[src/rtl/dp_arbiter.sv]
// Two-requester round-robin front end for a shared dot-product engine.
// A winner's operands are latched and the engine is restarted (LOAD), the
// engine result is awaited with a timeout (RUN), and the winner gets a done
// pulse together with the registered result and timeout flag (DONE).
module dp_arbiter #(
  parameter int VECTOR_SIZE = 4,
  parameter int DATA_WIDTH  = 31,
  parameter int TIMEOUT     = 64
) (
  input  logic                  clk,
  input  logic                  reset,
  input  logic [1:0]            req,
  input  logic [DATA_WIDTH-1:0] r0_vec1 [0:VECTOR_SIZE-1],
  input  logic [DATA_WIDTH-1:0] r0_vec2 [0:VECTOR_SIZE-1],
  input  logic [DATA_WIDTH-1:0] r1_vec1 [0:VECTOR_SIZE-1],
  input  logic [DATA_WIDTH-1:0] r1_vec2 [0:VECTOR_SIZE-1],
  output logic [1:0]            gnt,
  output logic [1:0]            done,
  output logic [DATA_WIDTH-1:0] result,
  output logic                  err,
  output logic                  eng_reset,
  output logic [DATA_WIDTH-1:0] eng_vec1 [0:VECTOR_SIZE-1],
  output logic [DATA_WIDTH-1:0] eng_vec2 [0:VECTOR_SIZE-1],
  input  logic                  eng_valid,
  input  logic [DATA_WIDTH-1:0] eng_result
);

  localparam int CW = (TIMEOUT > 1) ? $clog2(TIMEOUT) : 1;

  typedef enum logic [1:0] {S_IDLE = 2'd0, S_LOAD = 2'd1, S_RUN = 2'd2, S_DONE = 2'd3} state_t;

  state_t                state_q, state_d;
  logic                  win_q, win_d;
  logic                  last_q, last_d;
  logic [CW-1:0]         cnt_q, cnt_d;
  logic [1:0]            gnt_q, gnt_d;
  logic [1:0]            done_q, done_d;
  logic [DATA_WIDTH-1:0] result_q, result_d;
  logic                  err_q, err_d;
  logic                  eng_reset_q, eng_reset_d;
  logic [DATA_WIDTH-1:0] vec1_q [0:VECTOR_SIZE-1];
  logic [DATA_WIDTH-1:0] vec2_q [0:VECTOR_SIZE-1];
  logic [DATA_WIDTH-1:0] vec1_d [0:VECTOR_SIZE-1];
  logic [DATA_WIDTH-1:0] vec2_d [0:VECTOR_SIZE-1];
  logic                  timeout_s;

  assign timeout_s = (cnt_q == CW'(TIMEOUT - 1));

  // State and registered-output storage with synchronous active-low reset.
  always_ff @(posedge clk) begin
    if (!reset) begin
      state_q     <= S_IDLE;
      win_q       <= 1'b0;
      last_q      <= 1'b1;
      cnt_q       <= '0;
      gnt_q       <= 2'b00;
      done_q      <= 2'b00;
      result_q    <= '0;
      err_q       <= 1'b0;
      eng_reset_q <= 1'b1;
      for (int i = 0; i < VECTOR_SIZE; i++) begin
        vec1_q[i] <= '0;
        vec2_q[i] <= '0;
      end
    end else begin
      state_q     <= state_d;
      win_q       <= win_d;
      last_q      <= last_d;
      cnt_q       <= cnt_d;
      gnt_q       <= gnt_d;
      done_q      <= done_d;
      result_q    <= result_d;
      err_q       <= err_d;
      eng_reset_q <= eng_reset_d;
      for (int i = 0; i < VECTOR_SIZE; i++) begin
        vec1_q[i] <= vec1_d[i];
        vec2_q[i] <= vec2_d[i];
      end
    end
  end

  // Next state and round-robin winner selection; requests only count in IDLE.
  always_comb begin
    state_d = state_q;
    win_d   = win_q;
    case (state_q)
      S_IDLE: begin
        if (req != 2'b00) begin
          state_d = S_LOAD;
          win_d   = (req == 2'b11) ? ~last_q : req[1];
        end else begin
          state_d = S_IDLE;
        end
      end
      S_LOAD: state_d = S_RUN;
      S_RUN: begin
        if (eng_valid || timeout_s) begin
          state_d = S_DONE;
        end else begin
          state_d = S_RUN;
        end
      end
      S_DONE:  state_d = S_IDLE;
      default: state_d = S_IDLE;
    endcase
  end

  // Next values of the registered outputs, counter and priority pointer.
  always_comb begin
    gnt_d       = 2'b00;
    done_d      = 2'b00;
    result_d    = result_q;
    err_d       = err_q;
    eng_reset_d = 1'b0;
    cnt_d       = cnt_q;
    last_d      = last_q;
    vec1_d      = vec1_q;
    vec2_d      = vec2_q;
    case (state_q)
      S_IDLE: begin
        if (req != 2'b00) begin
          // Entering LOAD: grant, restart the engine, capture the winner's operands.
          gnt_d       = win_d ? 2'b10 : 2'b01;
          eng_reset_d = 1'b1;
          for (int i = 0; i < VECTOR_SIZE; i++) begin
            vec1_d[i] = win_d ? r1_vec1[i] : r0_vec1[i];
            vec2_d[i] = win_d ? r1_vec2[i] : r0_vec2[i];
          end
        end else begin
          eng_reset_d = 1'b0;
        end
      end
      S_LOAD: cnt_d = '0;
      S_RUN: begin
        if (eng_valid) begin
          result_d = eng_result;
          err_d    = 1'b0;
          done_d   = win_q ? 2'b10 : 2'b01;
        end else if (timeout_s) begin
          result_d = '0;
          err_d    = 1'b1;
          done_d   = win_q ? 2'b10 : 2'b01;
        end else begin
          cnt_d = cnt_q + CW'(1);
        end
      end
      S_DONE:  last_d = win_q;
      default: cnt_d = '0;
    endcase
  end

  assign gnt       = gnt_q;
  assign done      = done_q;
  assign result    = result_q;
  assign err       = err_q;
  assign eng_reset = eng_reset_q;
  assign eng_vec1  = vec1_q;
  assign eng_vec2  = vec2_q;

endmodule

[config.mk]
export PLATFORM = sky130hd
export DESIGN_NAME = dp_arbiter
export DESIGN_NICKNAME = d
export VERILOG_FILES = /design/src/rtl/dp_arbiter.sv
export SDC_FILE = /design/constraint.sdc
export NUM_CORES = 1
export LEC_CHECK = 0
export BUFFER_PORTS_ARGS = -buffer_cell sky130_fd_sc_hd__buf_4
export CAP_MARGIN = 30
export CORE_AREA = 5 5 312 314
export DETAILED_ROUTE_END_ITERATION = 8
export DIE_AREA = 0 0 317 319
export GPL_TIMING_DRIVEN = 0
export PLACE_DENSITY_LB_ADDON = 0.1
export SYNTH_ARGS = -nofsm -noshare
export SYNTH_HDL_FRONTEND = slang
export SYNTH_SLANG_ARGS = --single-unit
[constraint.sdc]
create_clock -name clk -period 4.3 [get_ports clk]
set_clock_uncertainty 0.15 [all_clocks]
set_input_delay 0.86 -clock clk [delete_from_list [all_inputs] [get_ports clk]]
set_output_delay 0.86 -clock clk [all_outputs]
set_load 0.05 [all_outputs]
After elaboration in Yosys (flattened, before gate mapping)
Cells that the tools add are included.
- word-level logic and storage cells: 63
- bits of input ports: 532
- register bits after elaboration: 295
- add/subtract/negate cells: 1
- reduce and logical (&&, ||, !) cells: 10
- muxes and demuxes: 27
- equal/unequal tests: 7
- bitwise operators: 1
- operators by type and width (operator ; number):
    2-to-1 mux 31 bit ; 10
    2-to-1 mux 6 bit ; 2
    case mux 6 bit (2 select lines) ; 1
    2-to-1 mux 1 bit ; 9
    2-to-1 mux 2 bit ; 4
    case mux 2 bit (4 select lines) ; 1
    adder 6 x 1 -> 6 bit (second input constant) ; 1
    == test 2 bit (second input constant) ; 3
    == test 6 bit (second input constant) ; 1
    AND reduction 2 bit ; 3
    AND reduction 3 bit ; 2
    nonzero test 2 bit ; 3
    != test 2 bit (second input constant) ; 2
    == test 2 x 1 -> 1 bit (second input constant) ; 1
    logical NOT 2 bit ; 1
    logical OR 1 bit ; 1
    NOT 1 bit ; 1

Depth between registers and ports, before layout
- depth in word-level cells: 5
- gate-level depth with buffers: 9
- mapped depth without buffers: 6

Worst setup path after synthesis
Ideal clock, no wire load.
- kind: input -> register
- start point: input port reset
- end point: register vec1_q, in the netlist eng_vec1[115]
- setup time: 0.087 ns
- buffers on the path: 4
- stages on the path: 7
- path slack: 2.147 ns
- arrival time: 1.916 ns
- required time: 4.063 ns
- path through: buf_2 -> and2_1 -> clkbuf_1 -> buf_2 -> clkbuf_1 -> nand2_1 -> o31ai_1
- RTL lines (element ; RTL line ; source):
    start, declared ; 11 ; input logic reset,
    end signal, assigned by index ; 76 ; vec1_q[i] <= vec1_d[i];
    end, declared ; 41 ; logic [DATA_WIDTH-1:0] vec1_q [0:VECTOR_SIZE-1];

Worst setup path in the final report
- start point: register state_q[0]
- end point: register vec2_q, in the netlist eng_vec2[120]
- cells in the longest elaborated chain, start to end: 3
- RTL lines (element ; RTL line ; source):
    start, declared ; 32 ; state_t state_q, state_d;
    start signal, assigned ; 66 ; state_q <= state_d;
    logical NOT 2 bit * ; 86, 119 ;
    2-to-1 mux 1 bit ; 86 ; case (state_q)
    2-to-1 mux 31 bit ; 127 ; vec2_d[i] = win_d ? r1_vec2[i] : r0_vec2[i];
    end signal, assigned by index ; 77 ; vec2_q[i] <= vec2_d[i];
    end, declared ; 42 ; logic [DATA_WIDTH-1:0] vec2_q [0:VECTOR_SIZE-1];
Every way passes the cells marked *; elsewhere a longest branch is shown, timed or not.
A chain may end at the register's enable or synchronous reset.

==> flow_summary.toml <==
[setup_path]
r2r_end = "eng_vec2[120]"
path_cells = "inv_1, ha_1, nand2_1, clkbuf_1, buf_1, o31ai_1"
cp_max_fo = 10
cp_top_family = "buffers and inverters"
cpMaxStageDelayCell = "clkbuf_1"
cp_slowest_stage_delay_ps = 730
critical_path_class = "reg2reg"
path_buf_inv = 3
r2r-start = "state_q[0]"
startpoint_type = "register"
crit_arrival_ps = 3210
rr_worst_depth = 6
cp.required_ps = 4570
cp-end-kind = "register"
rrSetupSlack_ps = 1360

[cts]
path_clk_slew_ps = 60
cts_buffers = 42
cts_resized = 0
clock_sinks = 295
cts_root_buf = "clkbuf_16"
cts_hold_buf = 0
postCtsSetupBuffers = 0
clock_latency_ps = 560
tritoncts = "yes"
cts.path.max_buffers = 3
h-tree-depth = 2

[global_routing]
grt_max_degree = 11
grt_usage_pct = 14.8
grt_pass1_wl_um = 111000
antenna_found_initial = 15
grt_pass1_vias = 15300
grt.overflow.total = 0

[sta]
max_slew_margin_pct = 40.7
layout_worst_path_cycle_share_pct = 68.3
fin_setup_tns_ps = 0
rsz0062_at_grt = "no"
report.final.hold_viol_count = 0
hold_slack_ps = 298
max_freq_ghz = 0.341
tightest_slew_ps = 890
slew_violations = 0
period_needed_ps = 2940
setup_violations = 0

[drt]
drc = 0
avgRoutedWirePerCell_um = 21.7
first_pass_iters = 7
wirelength_um = 79800
vias_per_cell = 3.95
antenna_left = 0
drt_iter0_markers = 640
vias = 14600

[power]
fin_total_pwr_mw = 10.7
ir_drop_mv = 0.221
power_density_nw_per_um2 = 501
p_leak_nw = 9.36

[die]
die_y_um = 319
io_pins = 817
die_area_sq_um = 101000
num_rows = 113
die_w_um = 317
start_util_pct = 12.9
core_sq_um = 94300

[logic_synthesis]
synth_top_area_cell = "dfxtp_1"
syn_area_per_cell_sq_um = 8.05
ys_seq_elements = 295
netlist_instances = 1511
synthesis.area_sq_um = 12200
synthTopCellsByArea = "dfxtp_1 (49%), o31ai_1 (14%), a21oi_1 (9.7%)"
seq_area_frac_synth_pct = 48.6
syn-num-nets = 2049
yosysWarnings = 0
synth_cell_types = 33
synth_top_area_share_pct = 48.6

[worst_hold_path]
min_from = "eng_vec1[43]"
whs_path_depth = 2
hp-class = "reg2reg"
min_to = "eng_vec1[43]"

[final_layout]
stdcell_count = 3684
drive_gt1_share_pct = 38.1
finalCoreUtilization_pct = 22.6
syn_to_final_growth_pct = 75.5
nNetsFinal = 2910

[place]
placed_cells = 3593
hpwl_um = 63800
gp_congestion = 0.830
io_buffers = 816

[run]
cap_violations = 0

[status]
status = "completed"
stage by stage:
stage / setup slack [ps] / instance area, sq um
3_5_place_dp: 750 / 19900
6_report: 1360 / 21300
4_1_cts: 1180 / 21300
2_1_floorplan: 2150 / 12200
5_1_grt: 1080 / 21300
3_3_place_gp: 707 / 19900
cell usage after synthesis:
library cell  count
dfxtp_1         295
nand2_1         257
nor2_1          237
a21oi_1         236
o31ai_1         233
clkbuf_1         80
a22o_1           31
buf_1            24
buf_2            24
o21ai_0          19
mux2i_1          16
buf_4            14
ha_1              6
inv_1             6
and2_1            4
and3_1            4
nor3_1            4
a211oi_1          2
a31oi_1           2
nand3_1           2
nor3b_1           2
o21a_1            2
a21o_1            1
a32oi_2           1
and4_1            1
nand2b_1          1
nand4_1           1
nor4_1            1
nor4b_1           1
o211a_1           1
or2_2             1
or3_1             1
xnor2_1           1
worst reg2reg max path: stages, from the launching register on:
cell and delay [ps]:
dfxtp_1 360, inv_1 90, ha_1 260, nand2_1 470
clkbuf_1 740, buf_1 550, o31ai_1 180
how the worst max path moves through the flow:
| stage | end | slack [ps] | depth (start not counted) | start |
|---|---|---|---|---|
| after floorplan | eng_vec1[115] | 2150 | 7 | reset |
| after global routing | eng_vec2[118] | 1080 | 6 | state_q[0] |
| after detailed placement | eng_vec1[52] | 750 | 6 | reset |
| after CTS | eng_vec1[49] | 1180 | 6 | state_q[0] |
| after global placement | eng_vec2[118] | 710 | 6 | reset |
| final | eng_vec2[120] | 1360 | 6 | state_q[0] |
logic make-up (layout without fill, tap and decap cells):
logic type               count (synthesis)  after routing  share of synthesized area (%)
other                                    0             15                              0
AO/OA/AOI/OAI                          528            528                           27.7
AND/OR/NAND/NOR                        517            517                           16.4
adder cells (fa/ha/maj)                  6              6                          0.617
multiplexers                            16             16                           1.32
buffers and inverters                  148           1041                           5.25
XOR/XNOR                                 1              1                         0.0720
flip-flops                             295            295                           48.6
cell type report:
type | instances | area [sq um]
Timing Repair Buffer | 817 | 6130
Buffer | 142 | 616
Fill cell | 10600 | 73000
Multi-Input combinational cell | 1068 | 5620
Inverter | 6 | 22.5
Sequential cell | 295 | 5910
Clock buffer | 69 | 1300
Clock inverter | 7 | 135
Antenna cell | 15 | 37.5
Tap cell | 1265 | 1580
state kept, by name (all words and copies together) (netlist names), 2 cells and up:
signal    cells
cnt_q         6
done          2
eng_vec1    124
eng_vec2    124
gnt           2
result       31
state_q       2
report_power, final:
part | internal [mW] | switching [mW] | leakage [nW]
sequential | 3.12 | 0.222 | 2.43
combinational | 1.14 | 2.52 | 6.23
clock | 2.29 | 1.41 | 0.699
total | 6.55 | 4.15 | 9.36
metal layers:
layer | part of all wire [%] | GRT usage, %
met3 | 8.5 | 5.13
met2 | 51 | 26.5
met1 | 38 | 16.1
met4 | 2.9 | 5.21
met5 | 0.025 | 0
cell usage in the layout, fill, tap and decap left out, types with 2 or more instances in the layout:
master     netlist  routed
o31ai_1        233     233
and3_1           4       4
o21a_1           2       2
a211oi_1         2       2
nor3b_1          2       2
buf_4           14     831
clkbuf_8         0       8
clkbuf_16        0      45
a21oi_1        236     236
and2_1           4       4
diode_2          0      15
bufinv_16        0       4
buf_1           24      24
nand2_1        257     257
ha_1             6       6
clkbuf_1        80      96
clkinv_2         0       3
inv_1            6       6
dfxtp_1        295     295
nand3_1          2       2
nor3_1           4       4
o21ai_0         19      19
buf_2           24      24
mux2i_1         16      16
a31oi_1          2       2
a22o_1          31      31
nor2_1         237     237
No activity file was read; power rests on OpenSTA's default activity.
